==> config.mk <==
export PLATFORM = sky130hd
export DESIGN_NAME = run_stream_source
export DESIGN_NICKNAME = d
export VERILOG_FILES = /design/src/rtl/run_stream_source.sv
export SDC_FILE = /design/constraint.sdc
export NUM_CORES = 1
export LEC_CHECK = 0
export CORE_MARGIN = 8
export CORE_UTILIZATION = 30
export CTS_CLUSTER_DIAMETER = 120
export CTS_CLUSTER_SIZE = 12
export DETAILED_ROUTE_END_ITERATION = 8
export MAX_ROUTING_LAYER = met4
export PLACE_DENSITY = 0.58
export SETUP_SLACK_MARGIN = 0.15
export SKIP_CTS_REPAIR_TIMING = 1
export SYNTH_ARGS = -nofsm -noshare
export SYNTH_HDL_FRONTEND = slang
export SYNTH_SLANG_ARGS = --single-unit
==> constraint.sdc <==
create_clock -name clk -period 4.43 [get_ports clk]
set_input_delay 0.886 -clock clk [delete_from_list [all_inputs] [get_ports clk]]
set_output_delay 0.886 -clock clk [all_outputs]
set_load 0.01 [all_outputs]
==> src/rtl/run_stream_source.sv <==
// Opcode-tagged host word decoder feeding the network core: NOM transfers, counted RUN steps, one-cycle CLR.
// Optional RUN_STREAM_SOURCE_HOLD_EN: RUN steps replay the last NOM payload instead of zeros.
module run_stream_source #(
    parameter int NUM_INP      = 8,
    parameter int CHARGE_WIDTH = 8,
    parameter int RUN_WIDTH    = 16,
    parameter int OPC_WIDTH    = 2,
    localparam int SRC_WIDTH   = OPC_WIDTH + NUM_INP * CHARGE_WIDTH
) (
    input  logic                            clk,
    input  logic                            arst,
    input  logic                            src_valid,
    output logic                            src_ready,
    input  logic [SRC_WIDTH-1:0]            src,
    input  logic                            net_ready,
    output logic                            net_valid,
    output logic                            net_last,
    output logic                            net_rst,
    output logic [NUM_INP*CHARGE_WIDTH-1:0] net_inp,
    output logic                            err_opc
);

    localparam int DATA_W = NUM_INP * CHARGE_WIDTH;

    localparam logic [OPC_WIDTH-1:0] OPC_NOM = OPC_WIDTH'(0);
    localparam logic [OPC_WIDTH-1:0] OPC_RUN = OPC_WIDTH'(1);
    localparam logic [OPC_WIDTH-1:0] OPC_CLR = OPC_WIDTH'(2);

    localparam logic [RUN_WIDTH-1:0] CNT_ONE = RUN_WIDTH'(1);
    localparam logic [RUN_WIDTH-1:0] CNT_TWO = RUN_WIDTH'(2);

    typedef enum logic [1:0] {S_IDLE, S_NOM, S_RUN, S_CLR} state_t;

    state_t                 state;
    logic [RUN_WIDTH-1:0]   cnt;
    logic [OPC_WIDTH-1:0]   opc;
    logic [DATA_W-1:0]      payload;
    logic [RUN_WIDTH-1:0]   run_count;
    logic [DATA_W-1:0]      run_vec;
    logic                   accept;
    logic                   done;

    assign opc       = src[SRC_WIDTH-1 -: OPC_WIDTH];
    assign payload   = src[DATA_W-1:0];
    assign run_count = payload[RUN_WIDTH-1:0];

    // A new word may only land when the current transfer is finishing this cycle.
    assign src_ready = (state == S_IDLE)
                    || (state == S_NOM && net_ready)
                    || (state == S_RUN && net_ready && cnt == CNT_ONE);
    assign accept    = src_valid && src_ready;
    assign done      = net_valid && net_ready;

`ifdef RUN_STREAM_SOURCE_HOLD_EN
    logic [DATA_W-1:0] hold;

    always_ff @(posedge clk or posedge arst) begin
        if (arst) begin
            hold <= '0;
        end else if (accept && opc == OPC_NOM) begin
            hold <= payload;
        end else if (accept && opc == OPC_CLR) begin
            hold <= '0;
        end
    end

    assign run_vec = hold;
`else
    assign run_vec = '0;
`endif

    always_ff @(posedge clk or posedge arst) begin
        if (arst) begin
            state     <= S_IDLE;
            cnt       <= '0;
            net_inp   <= '0;
            net_valid <= 1'b0;
            net_last  <= 1'b0;
            net_rst   <= 1'b0;
            err_opc   <= 1'b0;
        end else if (accept) begin
            if (opc == OPC_NOM) begin
                state     <= S_NOM;
                net_inp   <= payload;
                net_valid <= 1'b1;
                net_last  <= 1'b0;
            end else if (opc == OPC_RUN) begin
                // A zero count is swallowed so cnt never holds 0 while running.
                if (run_count != '0) begin
                    state     <= S_RUN;
                    cnt       <= run_count;
                    net_inp   <= run_vec;
                    net_valid <= 1'b1;
                    net_last  <= (run_count == CNT_ONE);
                end else begin
                    state     <= S_IDLE;
                    net_valid <= 1'b0;
                    net_last  <= 1'b0;
                end
            end else if (opc == OPC_CLR) begin
                state     <= S_CLR;
                net_rst   <= 1'b1;
                net_valid <= 1'b0;
                net_last  <= 1'b0;
            end else begin
                state     <= S_IDLE;
                err_opc   <= 1'b1;
                net_valid <= 1'b0;
                net_last  <= 1'b0;
            end
        end else if (done) begin
            if (state == S_RUN && cnt != CNT_ONE) begin
                cnt      <= cnt - CNT_ONE;
                net_last <= (cnt == CNT_TWO);
            end else begin
                state     <= S_IDLE;
                net_valid <= 1'b0;
                net_last  <= 1'b0;
            end
        end else if (state == S_CLR) begin
            state   <= S_IDLE;
            net_rst <= 1'b0;
        end
    end

endmodule

After elaboration in Yosys (flattened, before gate mapping)
Cells that the tools add are included.
- register bits: 86
- input port bits: 70
- output and inout port bits: 69
- $add $sub $neg: 1
- equal/unequal tests: 17
- muxes and demuxes: 35
- bitwise operators: 3
- reductions and logical operators: 23
- operator list (kind ; count):
    2-to-1 mux 64 bit ; 3
    2-to-1 mux 16 bit ; 6
    == test 16 x 1 -> 1 bit (second input constant) ; 2
    2-to-1 mux 1 bit ; 18
    == test 16 x 2 -> 1 bit (second input constant) ; 1
    2-to-1 mux 2 bit ; 8
    inequality test 16 x 1 -> 1 bit (second input constant) ; 1
    nonzero test 16 bit ; 1
    subtractor 16 x 1 -> 16 bit (second input constant) ; 1
    AND reduction 5 bit ; 2
    nonzero test 2 bit ; 5
    inequality test 2 bit (second input constant) ; 4
    == test 2 bit (second input constant) ; 3
    logical AND 1 bit ; 6
    inequality test 2 x 1 -> 1 bit (second input constant) ; 3
    == test 2 x 1 -> 1 bit (second input constant) ; 2
    zero test 2 bit ; 2
    AND reduction 2 bit ; 2
    AND reduction 4 bit ; 1
    inequality test 3 bit (second input constant) ; 1
    inverter 1 bit ; 3
    AND reduction 3 bit ; 1
    nonzero test 3 bit ; 1
    logical OR 1 bit ; 2

Longest topological paths before layout
- depth after elaboration: 7
- gate-level depth with buffers: 9
- gate-level depth less buffers: 7

Worst setup path before layout
No wires, ideal clock.
- kind: input-to-reg
- from: input src[64]
- to: register cnt[0]
- setup time: 0.126 ns
- arrival time: 2.317 ns
- required time: 4.304 ns
- setup slack: 1.987 ns
- stages on the path: 7
- path buffers: 1
- path through: inv_1 -> ha_1 -> nor2b_1 -> o2bb2ai_1 -> clkbuf_1 -> o21ai_1 -> a221o_1
- cells in the longest elaborated chain, start to end: 3
- elaborated cells on any way between the ends: 5
- RTL lines (item ; RTL line ; source):
    start: declaration ; 14 ; input logic [SRC_WIDTH-1:0] src,
    == test 2 x 1 -> 1 bit or zero test 2 bit (tied branches) ; 87, 82 ;
    inequality test 2 x 1 -> 1 bit (no line) or inequality test 2 bit (tied branches) ; n/a ;
    AND reduction 5 bit (no line) (*) ; n/a ;
    end signal: assignment ; 91 ; cnt <= run_count;
    end signal: assignment ; 113 ; cnt <= cnt - CNT_ONE;
    end: declaration ; 35 ; logic [RUN_WIDTH-1:0] cnt;
Every way passes the cells marked *; elsewhere a longest branch is shown, timed or not.
A chain may end at the register's enable or synchronous reset.

Worst setup path in the final report
- from: register cnt[14]
- to: output src_ready
- cells in the longest elaborated chain, start to end: 3
- RTL lines (item ; RTL line ; source):
    == test 16 x 1 -> 1 bit ; 50 ; || (state == S_RUN && net_ready && cnt == CNT_ONE);
    logical AND 1 bit ; 50 ;
    logical OR 1 bit ; 50 ;
    end: declaration ; 13 ; output logic src_ready,
Every way passes these cells.

==> metrics.md <==
| Metric | Value |
|---|---|
| Status | `finished, final reports clean` |
| Final ANT Viol Nets | `0` |
| Yosys reg bits | `86` |
| Worst Hold Class | `flip-flop to flip-flop` |
| Cell Rows | `41` |
| Max Freq | `0.275 GHz` |
| Die ar. | `16,700 um2` |
| CTS clock-pin slew for the worst setup and hold paths | `0.07 ns` |
| Die W | `129 um` |
| Antenna violations before repair | `0` |
| Proportion of layout cells with a drive suffix above 1 | `0.0824` |
| Clk Latency, worst-skew pair | `0.34 ns` |
| Critical path arrival | `2.75 ns` |
| Core ar. | `12,600 um2` |
| Worst-path cell chain | `nor4_1 -> and4_1 -> nand3b_1 -> o21ai_0 -> clkdlybuf4s50_1` |
| Syn Inst Count | `310` |
| Ys flop type | `dfrtp_1` |
| Post-synthesis cell type count | `48` |
| Pwr Density | `642 nW/um2` |
| Vias per cell | `5.26` |
| Period utilization | `0.821` |
| TritonCTS Sinks | `86` |
| Synthesized area per cell | `12.4 um2` |
| Initial DRC count | `225` |
| First-pass GRT wire length | `19,000 um` |
| IO Pins | `139` |
| Total power | `3.62 mW` |
| Port buffer count | `138` |
| Gpl congestion | `0.917` |
| Total track usage | `0.151` |
| Remaining routing DRC violations | `0` |
| Root buffer selected by CTS | `clkbuf_16` |
| HPWL after detailed placement | `8660 um` |
| Inserted Clock Buffers | `9` |
| Synth area leaders | `dfrtp_1, a22o_1, nor3_1` |
| Deepest level of the CTS H-tree | `3` |
| Setup crit end kind | `primary output` |
| N_diodes | `0` |
| Max VDD drop | `0.269 mV` |
| Ys Warns | `0` |
| Pre-antenna DRT Iters | `5` |
| Post-synth EDFFs | `0` |
| Post-Syn Area | `3840 um2` |
| Hold Vio Cnt, Final | `0` |
| DRT Wirelength | `12,000 um` |
| Worst R2R Setup Slack | `1.30 ns` |
| Number of max-cap violations | `0` |
| Slew Viols, Final | `0` |
| Net Count, Synth | `386` |
| Worst clock skew | `0.0105 ns` |
| Layout area overhead | `47.1%` |
| Crit-path slowest cell | `nor4_1` |
| Crit path max fanout | `8` |
| Synth top area share | `0.561` |
| Vias in the first global route | `3,464` |
| Min Tclk post-route | `3.64 ns` |
| Seq/Total Area, Yosys | `0.561` |
| Remaining Overflow, GRT | `0` |
| Largest net degree at the start of global routing | `39` |
| Final Net Count | `520` |
| Total Neg Setup Slack | `0 ns` |
| WS Path Type | `flip-flop to primary output` |
| Area leader, netlist | `dfrtp_1` |
| Starting Density | `0.305` |
| Critical Path Start Type | `flip-flop` |
| Crit path required time | `3.54 ns` |
| Leak pwr | `2.34 nW` |
| CP max stage delay | `0.68 ns` |
| Relative slew slack | `0.0995` |
| Final setup viols | `0` |
| Total number of vias | `3,264` |
| Drt wl/cell | `19.3 um` |
| Die Y | `129 um` |
| Fraction of registers with async set/reset | `1.00` |
| RSZ-0062 raised after global routing | `no` |
| Fill cell count | `1,188` |
| TritonCTS clock tree | `built` |
| Bufs on Longest Clock Path | `2` |
| Worst Tran Pin Value | `1.35 ns` |
-- per-layer routing --
layer	track usage	share of wire
met2	0.231	0.47
met1	0.187	0.45
met3	0.0501	0.062
met5	-	0
met4	0.0422	0.011
-- final cells by class --
type	count	area (um2)	share of cell area
sequential	86	2150	0.381
multi-input combinational	196	1510	0.268
timing repair buffer	145	1450	0.256
clock buffer	10	239	0.0424
tap	172	215	0.0381
clock inverter	6	53.8	0.00953
inverter	6	23.8	0.00421
-- per-stage QoR --
step	hold WS, ns	instances	cell area (um2)	utilization	setup slack (ns)
after floorplan	0.485	310	3840	-	1.32
after global placement	0.463	605	5350	0.426	0.920
after detailed placement	0.468	605	5350	0.426	0.797
after CTS	0.484	621	5640	0.449	0.802
after global routing	0.486	621	5640	0.449	0.669
final	0.474	621	5640	0.449	0.794
-- registers in the layout, indices dropped and copies added (netlist names) --
register	flops
net_last	1
err_opc	1
net_rst	1
state	2
cnt	16
net_valid	1
net_inp	64
-- cell usage in the layout (no fill, tap or decap), drive strengths merged, types with 2 or more instances in the layout --
cell type	count
nor3b	3
and3	3
or2	2
o22ai	2
nor2	11
nor4	11
a21oi	2
ha	6
clkbuf	10
nor2b	3
inv	8
nand3b	2
a311oi	6
or4	2
and2	2
a211oi	10
and4	2
nor3	20
a22o	65
o21ai	7
nand3	2
buf	7
nand2b	2
dfrtp	86
o2bb2ai	3
clkdlybuf4s50	138
a221oi	8
clkinv	3
nand4	3
nand2	7
-- worst paths after layout --
kind	startpoint	endpoint	depth (start not counted)
min in group asynchronous	arst	net_inp[60]	2
max in group asynchronous	arst	cnt[0]	3
setup reg to reg	cnt[14]	net_inp[56]	6
hold reg to reg	err_opc	err_opc	1
hold / removal	err_opc	err_opc	1
setup / recovery	cnt[14]	src_ready	5
-- synth_stat cells (6+ instances only) --
cell      count
buf_6         7
nor4_1        8
inv_1         6
nand2_1       7
a311oi_1      6
a211oi_1     10
buf_2        12
dfrtp_1      86
a221oi_1      8
nor2_1       11
o21ai_0       6
nor3_1       19
ha_1          6
a22o_1       65
-- critical path: cells and delay by family (launching register included) --
kind / cells / cell delay (ns)
flops: 1 / 0.41
buf+inv: 1 / 0.57
compound gates: 1 / 0.09
simple gates: 3 / 1.33
-- power by group --
part	switching, mW	total, mW	internal (mW)
sequential	0.270	1.41	1.14
combinational	0.626	1.48	0.851
clock	0.335	0.740	0.405
-- cells by family after synthesis --
logic type,share of synthesized area
compound gates,0.248
simple gates,0.126
flops,0.561
buf+inv,0.0450
fa+ha+maj,0.0196
Power figures use the tool's default switching activity.
